<file path="src/rtl/seg_pkg.sv">
// Shared types and constants for the 7-segment scan controller.
// The optional leading-zero mask helper is used only when SEG_SCAN_LZS_EN is defined.
package seg_pkg;

    typedef enum logic [1:0] {
        S_IDLE,
        S_ON,
        S_GAP
    } seg_state_t;

    localparam logic [6:0] SEG_OFF = 7'h7F;

    localparam int unsigned DIGITS_MIN = 2;
    localparam int unsigned DIGITS_MAX = 8;

    // Walks down from the top digit and marks zero nibbles until the first nonzero one.
    // Digit 0 is never marked.
    function automatic logic [DIGITS_MAX-1:0] lzs_mask(input logic [4*DIGITS_MAX-1:0] data,
                                                       input int unsigned digits);
        logic lead;
        lzs_mask = '0;
        lead     = 1'b1;
        for (int i = DIGITS_MAX - 1; i >= 1; i--) begin
            if (i < int'(digits)) begin
                if (lead && (data[4*i +: 4] == 4'h0)) begin
                    lzs_mask[i] = 1'b1;
                end else begin
                    lead = 1'b0;
                end
            end
        end
    endfunction

endpackage

</file>
<file path="src/rtl/seg_scan_div.sv">
// Per-digit prescaler: counts 0..DIV-1 while not cleared and flags the terminal count.
module seg_scan_div #(
    parameter int unsigned DIV = 50000
) (
    input  logic clk,
    input  logic rst,
    input  logic clr,
    output logic tc
);

    localparam int unsigned W = (DIV > 1) ? $clog2(DIV) : 1;

    logic [W-1:0] cnt_q, cnt_d;

    assign tc = (cnt_q == W'(DIV - 1));

    always_comb begin
        cnt_d = cnt_q + W'(1);
        if (clr || tc) begin
            cnt_d = '0;
        end
    end

    always_ff @(posedge clk or posedge rst) begin
        if (rst) begin
            cnt_q <= '0;
        end else begin
            cnt_q <= cnt_d;
        end
    end

endmodule

</file>
<file path="src/rtl/seg_scan_ctrl.sv">
// Double-buffered, time-multiplexed scan controller for common-anode 7-segment digits.
// Define SEG_SCAN_LZS_EN to add leading-zero suppression to the displayed mask.
module seg_scan_ctrl
    import seg_pkg::*;
#(
    parameter int unsigned DIGITS = 4,
    parameter int unsigned DIV    = 50000
) (
    input  logic                  clk,
    input  logic                  rst,
    input  logic                  en,
    input  logic                  wr_valid,
    output logic                  wr_ready,
    input  logic [4*DIGITS-1:0]   wr_data,
    input  logic [DIGITS-1:0]     wr_blank,
    output logic [3:0]            nib,
    input  logic [6:0]            seg_in,
    output logic [6:0]            seg_out,
    output logic [DIGITS-1:0]     an
);

    localparam int unsigned      DW     = $clog2(DIGITS);
    localparam logic [DW-1:0]    D_LAST = DW'(DIGITS - 1);

    seg_state_t               state_q, state_d;
    logic [DW-1:0]            dig_q, dig_d;
    logic [4*DIGITS-1:0]      pend_data_q;
    logic [DIGITS-1:0]        pend_mask_q;
    logic                     pend_v_q, pend_v_d;
    logic [4*DIGITS-1:0]      shd_data_q;
    logic [DIGITS-1:0]        shd_mask_q, new_mask;
    logic [3:0]               nib_q, nib_d;
    logic [4*DIGITS-1:0]      src_data;
    logic                     accept, swap, load_nib, tc;

    assign wr_ready = !pend_v_q;
    assign accept   = wr_valid && !pend_v_q;
    assign nib      = nib_q;

    seg_scan_div #(
        .DIV (DIV)
    ) u_div (
        .clk (clk),
        .rst (rst),
        .clr (state_q != S_ON),
        .tc  (tc)
    );

    always_comb begin
        state_d  = state_q;
        dig_d    = dig_q;
        swap     = 1'b0;
        load_nib = 1'b0;
        case (state_q)
            S_IDLE: begin
                swap = pend_v_q;
                if (en) begin
                    state_d  = S_ON;
                    dig_d    = '0;
                    load_nib = 1'b1;
                end
            end
            S_ON: begin
                if (!en) begin
                    state_d = S_IDLE;
                    dig_d   = '0;
                end else if (tc) begin
                    state_d = S_GAP;
                end
            end
            S_GAP: begin
                if (!en) begin
                    state_d = S_IDLE;
                    dig_d   = '0;
                end else begin
                    state_d  = S_ON;
                    load_nib = 1'b1;
                    // Frame boundary is the only point where a new image may be swapped in.
                    if (dig_q == D_LAST) begin
                        dig_d = '0;
                        swap  = pend_v_q;
                    end else begin
                        dig_d = dig_q + DW'(1);
                    end
                end
            end
            default: begin
                state_d = S_IDLE;
                dig_d   = '0;
            end
        endcase
    end

    always_comb begin
        src_data = swap ? pend_data_q : shd_data_q;
        nib_d    = nib_q;
        if (load_nib) begin
            nib_d = 4'(src_data >> {dig_d, 2'b00});
        end
        pend_v_d = pend_v_q;
        if (accept) begin
            pend_v_d = 1'b1;
        end else if (swap) begin
            pend_v_d = 1'b0;
        end
    end

`ifdef SEG_SCAN_LZS_EN
    logic [4*DIGITS_MAX-1:0] lz_data;
    logic [DIGITS_MAX-1:0]   lz_mask;
    always_comb begin
        lz_data                = '0;
        lz_data[4*DIGITS-1:0]  = pend_data_q;
        lz_mask                = lzs_mask(lz_data, DIGITS);
        new_mask               = pend_mask_q | lz_mask[DIGITS-1:0];
    end
`else
    assign new_mask = pend_mask_q;
`endif

    always_ff @(posedge clk or posedge rst) begin
        if (rst) begin
            state_q     <= S_IDLE;
            dig_q       <= '0;
            pend_data_q <= '0;
            pend_mask_q <= '0;
            pend_v_q    <= 1'b0;
            shd_data_q  <= '0;
            shd_mask_q  <= '1;
            nib_q       <= 4'h0;
        end else begin
            state_q  <= state_d;
            dig_q    <= dig_d;
            pend_v_q <= pend_v_d;
            nib_q    <= nib_d;
            if (accept) begin
                pend_data_q <= wr_data;
                pend_mask_q <= wr_blank;
            end
            if (swap) begin
                shd_data_q <= pend_data_q;
                shd_mask_q <= new_mask;
            end
        end
    end

    always_comb begin
        an = '1;
        if (state_q == S_ON) begin
            an[dig_q] = 1'b0;
        end
    end

    assign seg_out = ((state_q != S_ON) || shd_mask_q[dig_q]) ? SEG_OFF : seg_in;

endmodule

</file>
<file path="config.mk">
export PLATFORM = sky130hd
export DESIGN_NAME = seg_scan_ctrl
export DESIGN_NICKNAME = d
export VERILOG_FILES = /design/src/rtl/seg_pkg.sv /design/src/rtl/seg_scan_div.sv /design/src/rtl/seg_scan_ctrl.sv
export SDC_FILE = /design/constraint.sdc
export NUM_CORES = 1
export LEC_CHECK = 0
export BUFFER_PORTS_ARGS = -buffer_cell sky130_fd_sc_hd__buf_2
export CORE_MARGIN = 10
export CORE_UTILIZATION = 58
export CTS_BUF_LIST = sky130_fd_sc_hd__clkbuf_2 sky130_fd_sc_hd__clkbuf_4 sky130_fd_sc_hd__clkbuf_8
export DETAILED_ROUTE_END_ITERATION = 12
export PLACE_DENSITY = 0.81
export SYNTH_ARGS = -nofsm -noshare
export SYNTH_HDL_FRONTEND = slang
export SYNTH_SLANG_ARGS = --single-unit
</file>
<file path="constraint.sdc">
create_clock -name clk -period 2.65 [get_ports clk]
set_clock_uncertainty 0.1 [all_clocks]
set_input_delay 0.1325 -clock clk [delete_from_list [all_inputs] [get_ports clk]]
set_output_delay 0.1325 -clock clk [all_outputs]
set_load 0.02 [all_outputs]
</file>
==> reports/qor.yml, run 1 <==
cts_root_buffer: "clkbuf_8"
rsz0062_at_grt: "false"
seq_area_frac_synth_pct: 54.7
htreeDepth: 3
die_width_um: 91.7
hold_path_class: "in -> async"
syn_nets: 282
r2r_end: "nib[0]$_DFFE_PP0P_"
post-route-period-util_pct: 91.8
worstPathArrival_ns: 2.55
max_cap_viol_count: 0
tns_ns: 0
hpwlAfterDp_mm: 4.44
ant_nets: 0
drive_gt1_share_pct: 36.0
cts_setup_buffers: 0
clockBufferDepth: 2
end_kind: "register"
row_count: 26
synth_flop_cell: "dfrtp_1"
path_cells: "ha_1 > nand2_1 > a211oi_4 > buf_6 > mux2i_2 > nor2_1 > o32ai_1 > nand2_1"
drc: 0
leakagePower_nw: 1.69
diodes: 0
setup_viol: 0
final_cells: 398
wirelength_mm: 6.27
synth_edf_count: 0
grt_pass1_vias: 2262
final_core_utilization_pct: 74.5
synth-async-reset-ratio_pct: 100
cts.sinks: 65
avgRoutedWirePerCell_um: 15.7
cpMostUsedCell: "nand2_1"
numCtsBuffers: 9
yosysWarnings: 0
ir_drop_v: 0.000541
fmax_mhz: 411
fillers: 327
multi_input_area_mm2: 0.00127
synthDistinctLibCells: 41
slew_headroom_pct: 52.4
worstPathBufferInverterCount: 1
die_y_um: 91.7
startpoint_type: "register"
syn_area_per_cell_um2: 12.1
gp_congestion: 0.853
nNetsFinal: 359
dp_cells: 359
tightest_slew_ns: 0.713
hold_violations: 0
clock_latency_ns: 0.34
grt_pass1_wl_mm: 10.6
status: "finished, final reports clean"
period_minus_slack_ns: 2.43
grt_max_degree: 34
synth.top_cell.area_share_pct: 51.2
yosys-top-cells-area: "dfrtp_1 (51%), mux2_2 (11%), dfstp_2 (3.5%)"
ios: 47
cp_slowest_cell: "dfrtp_1"
yosys.area.top_type: "dfrtp_1"
viasPerCell: 5.16
core_mm2: 0.00504
critPathTopFamily: "compound AO/OA/AOI/OAI gates"
drtPass1Iterations: 4
synth_seq_cells: 65
antenna_found_initial: 0
vias: 2054
cts_tree: "yes"
max_stage_delay_ns: 0.49
io_buffers: 46
path_max_fanout: 17
final_max_slew_viol_count: 0
grt_use_total_pct: 15.6
netlist_instances: 246
die_area_mm2: 0.00841
area_growth_pct: 26.0
reg2reg_from: "dig_q[0]$_DFF_PP0_"
power_w: 0.00283
cp.required_ns: 2.77
rr_worst_depth: 8
globalRoute.totalOverflow: 0
drt_iter0_drc: 120
seq_area_mm2: 0.00163
mappedNetlistArea_mm2: 0.00298
fin_worst_hold_slack_ns: 0.355
power_density_mw_per_mm2: 753
path_class: "reg -> reg"
start_util_pct: 59.1
reg2reg_slack_ns: 0.22
clk_pin_slew_ns: 0.07
routing by layer:
layer | global-route usage (%) | routed length, um | vias to the layer above
met1 | 18.2 | 2750 | 1007
li1 | - | - | 988
met2 | 25.9 | 3120 | 43
met4 | 8.61 | 174 | 0
met5 | 0 | 0 | -
met3 | 3.67 | 229 | 16
power breakdown:
part           internal (W)  switching [W]  total (W)
logic              0.000291       0.000262   0.000554
registers           0.00125       0.000116    0.00136
clock network      0.000529       0.000383   0.000912
logic make-up after synthesis:
| family | after synthesis | share of synthesized area, % |
|---|---|---|
| adders and majority gates | 5 | 2.10 |
| and+or+nand+nor | 89 | 15.0 |
| muxes | 41 | 16.2 |
| xor gates and xnor gates | 14 | 4.11 |
| DFF | 65 | 54.7 |
| AOI/OAI and AO/OA | 15 | 4.83 |
| buffers and inverters | 17 | 3.02 |
layout make-up:
| type | count | area share, % |
|---|---|---|
| well taps | 70 | 2.33 |
| flip-flops and latches | 65 | 43.4 |
| repair buffers | 73 | 13.5 |
| multi-input cells | 164 | 33.9 |
| clock buffers | 9 | 3.30 |
| clock inverters | 7 | 2.53 |
| inverters | 10 | 0.999 |
cell usage after synthesis, drive strengths merged (3+ instances only):
cell type	number
nor2	28
mux2i	4
and3	3
nand2b	8
mux2	36
o21ba	4
inv	10
xor2	9
buf	6
ha	5
nor2b	4
xnor2	5
nand3	8
nand2	23
o32ai	4
dfrtp	61
nor3	4
nand4	3
dfstp	4
o2bb2ai	4
placed cells by master (no fill, tap or decap), types with 4 or more instances in the layout:
| cell type | instances |
|---|---|
| clkbuf_8 | 9 |
| inv_1 | 8 |
| buf_2 | 46 |
| nand2b_1 | 8 |
| dfrtp_1 | 61 |
| o2bb2ai_1 | 4 |
| ha_1 | 5 |
| mux2_4 | 4 |
| mux2_2 | 29 |
| dfstp_2 | 4 |
| nand2_1 | 23 |
| nand3_1 | 7 |
| dlygate4sd3_1 | 23 |
| xnor2_1 | 5 |
| xor2_1 | 9 |
| o32ai_1 | 4 |
| nor2_1 | 28 |
per-stage QoR:
step / area (um2) / setup WS, ns
6_report: 3760 / 0.218
5_1_grt: 3760 / 0.00631
4_1_cts: 3750 / 0.175
3_5_place_dp: 3300 / 0.245
3_3_place_gp: 3300 / 0.359
2_1_floorplan: 2980 / 0.511
timing repair:
action / 4_1_cts / 5_1_grt
hold buffers: 23 / 0
setup endpoints to repair: 0 / 3
gates resized for setup: 0 / 2
hold endpoints to repair: 51 / 0
registers in the layout, summed over array words and instances (netlist names):
signal	flops
dig_q	2
new_mask	4
nib	4
pend_data_q	16
pend_v_q	1
shd_data_q	16
shd_mask_q	4
state_q	2
u_div.cnt_q	16
worst max path at each step:
stage,endpoint,depth (start not counted),slack [ns],start
final,nib[0]$_DFFE_PP0P_,8,0.22,dig_q[0]$_DFF_PP0_
after global routing,nib[0]$_DFFE_PP0P_,8,0.006,dig_q[0]$_DFF_PP0_
after CTS,nib[0]$_DFFE_PP0P_,8,0.17,dig_q[0]$_DFF_PP0_
after detailed placement,nib[0]$_DFFE_PP0P_,8,0.24,dig_q[0]$_DFF_PP0_
after global placement,nib[1]$_DFFE_PP0P_,8,0.36,dig_q[0]$_DFF_PP0_
after floorplan,nib[0]$_DFFE_PP0P_,8,0.51,dig_q[0]$_DFF_PP0_
tightest hold or removal path, delay by kind of cell:
family	cells	cell delay (ns)
buffers and inverters	3	1.16
(Power assumes the default switching activity.)
==> inputs of run 2 (changes only) <==
Settings changed: CORE_UTILIZATION 58 to 56, CTS_BUF_LIST sky130_fd_sc_hd__clkbuf_2 sky130_fd_sc_hd__clkbuf_4 sky130_fd_sc_hd__clkbuf_8 to sky130_fd_sc_hd__clkbuf_16, CTS_CLUSTER_DIAMETER from default to 30, PLACE_DENSITY 0.81 to 0.79.
==> run 2 against run 1 <==
Against the previous run:
- via count up 1.3%
- critical path depth stayed put
- combinational power hardly changed
- largest power group unchanged
- cell count increased by 0.25%
- die area rose by 2.8%
==> reports/qor.yml, run 2 (same netlist as run 1, synthesis figures left out) <==
status: "finished, final reports clean"
avgRoutedWirePerCell_um: 15.8  # about the same
tns_ns: 0  # unchanged
drtPass1Iterations: 4  # unchanged
final_max_slew_viol_count: 0  # unchanged
antenna_found_initial: 0  # unchanged
cts_root_buffer: "clkbuf_16"
cts_resized: 0  # unchanged
final_core_utilization_pct: 73.8  # -0.66 points
critPathTopFamily: "compound AO/OA/AOI/OAI gates"
grt_pass1_wl_mm: 10.8  # +2.2%
path_class: "reg -> reg"
core_mm2: 0.00514  # +1.9%
ir_drop_v: 0.000627  # +16%
cp.required_ns: 2.76  # about the same
fin_worst_hold_slack_ns: 0.312  # -0.0429 ns
grt_use_total_pct: 15.8  # +0.22 points
hold_violations: 0  # unchanged
max_cap_viol_count: 0  # unchanged
post-route-period-util_pct: 86.7  # -5.1 points
fillers: 372  # +14%
start_util_pct: 58.0  # -1.1 points
io_buffers: 46  # unchanged
ios: 47  # unchanged
period_minus_slack_ns: 2.30  # -0.134 ns
nNetsFinal: 360  # +0.28%
worst_slack_ns: 0.352  # +0.134 ns
die_width_um: 93.0  # +1.4%
htreeDepth: 3  # unchanged
hold_path_class: "in -> async"
wirelength_mm: 6.29  # +0.32%
rsz0062_at_grt: "false"
numCtsBuffers: 9  # unchanged
startpoint_type: "register"
worstPathArrival_ns: 2.40  # -0.15 ns
end_kind: "register"
power_density_mw_per_mm2: 768  # +2.0%
clock_latency_ns: 0.33  # about the same
cp_slowest_cell: "dfrtp_1"
die_y_um: 93.0  # +1.4%
path_max_fanout: 12  # -5
diodes: 0  # unchanged
vias: 2081  # +1.3%
drt_iter0_drc: 112  # -6.7%
die_area_mm2: 0.00864  # +2.8%
leakagePower_nw: 1.73  # +1.9%
dp_cells: 360  # +0.28%
cts.sinks: 65  # unchanged
place_ws_ns: 0.356  # +0.111 ns
cts_tree: "yes"
globalRoute.totalOverflow: 0  # unchanged
clockBufferDepth: 2  # unchanged
worstPathBufferInverterCount: 1  # unchanged
area_growth_pct: 27.3
setup_viol: 0  # unchanged
final_cell_mix: "dfrtp_1 (61), buf_2 (46), mux2_2 (29)"
cts_setup_buffers: 0  # unchanged
grt_pass1_vias: 2215  # -2.1%
viasPerCell: 5.22  # +1.1%
path_cells: "ha_1 > nand2_1 > a211oi_4 > buf_4 > mux2i_1 > nor2_1 > o32ai_1 > nand2_1"
tightest_slew_ns: 0.627  # -0.0863 ns
layout_commonest_cell: "dfrtp_1"
fmax_mhz: 435  # +5.8%
row_count: 26  # unchanged
drc: 0  # unchanged
ant_nets: 0  # unchanged
top_regs: "pend_data_q x16, shd_data_q x16, u_div.cnt_q x16"
clk_pin_slew_ns: 0.05  # -0.02 ns
max_stage_delay_ns: 0.41  # -0.08 ns
cpMostUsedCell: "nand2_1"
grt_max_degree: 66  # +94%
drive_gt1_share_pct: 34.7  # -1.3 points
hpwlAfterDp_mm: 4.27  # -3.7%
final_cells: 399  # +0.25%
slew_headroom_pct: 58.2  # +5.8 points
gp_congestion: 0.822  # -3.6%
run 2: cell count changes in the layout (fill, tap and decap cells not counted):
cell,delta
buf_4,+2
buf_6,-1
bufinv_16,-2
clkbuf_16,+9
clkbuf_8,-9
clkinv_1,+1
clkinv_4,-2
inv_1,+3
mux2i_1,+1
mux2i_2,-1
run 2: power breakdown:
group / switching (W) / internal, W / total, W / leakage (nW)
logic: 0.000268 / 0.000288 / 0.000556 / 0.791
clock network: 0.000390 / 0.000613 / 0.00100 / 0.136
registers: 0.000107 / 0.00125 / 0.00136 / 0.798
total: 0.000765 / 0.00215 / 0.00292 / 1.73
run 2: cell type report:
type	instances	area, um2	area share, %
clock buffer	9	225	5.93
clock inverter	7	32.5	0.857
inverter	10	37.5	0.989
multi-input combinational	164	1270	33.5
sequential	65	1630	43.0
tap	70	87.6	2.31
timing repair buffer	74	510	13.5
run 2: worst reg2reg max path, delay by kind of cell, from the launching register on:
kind / cells / cell delay (ns)
and+or+nand+nor: 3 / 0.29
adders and majority gates: 1 / 0.26
DFF: 1 / 0.41
muxes: 1 / 0.31
buffers and inverters: 1 / 0.27
AOI/OAI and AO/OA: 2 / 0.55
run 2: routing by layer:
| layer | track usage (%) | up-vias | wire length [um] |
|---|---|---|---|
| met3 | 4.68 | 12 | 400 |
| met2 | 23.7 | 62 | 2850 |
| li1 | - | 993 | - |
| met5 | 0 | - | 0 |
| met1 | 20.1 | 1014 | 2890 |
| met4 | 8.61 | 0 | 150 |
run 2: final timing paths:
path	from	endpoint	slack [ns]	depth (start not counted)
max	dig_q[1]$_DFF_PP0_	nib[0]$_DFFE_PP0P_	0.35	8
min	rst	pend_data_q[14]$_DFFE_PP0P_	0.31	4
max reg2reg	dig_q[1]$_DFF_PP0_	nib[0]$_DFFE_PP0P_	0.35	8
min reg2reg	nib[1]$_DFFE_PP0P_	nib[1]$_DFFE_PP0P_	0.38	2
max in group asynchronous	rst	shd_mask_q[1]$_DFFE_PP1N_	1.82	4
min in group clk	nib[1]$_DFFE_PP0P_	nib[1]$_DFFE_PP0P_	0.38	2
run 2: per-stage QoR:
step                total power, W  cell area (um2)
finish                     0.00292             3790
global route               0.00306             3790
CTS                        0.00294             3790
detailed placement         0.00191             3310
global placement           0.00187             3310
floorplan                  0.00173             2980
run 2: repair_timing:
item / CTS / global route
hold buffers: 23 / 0
hold endpoints to repair: 83 / 0
setup endpoints to repair: 0 / 0
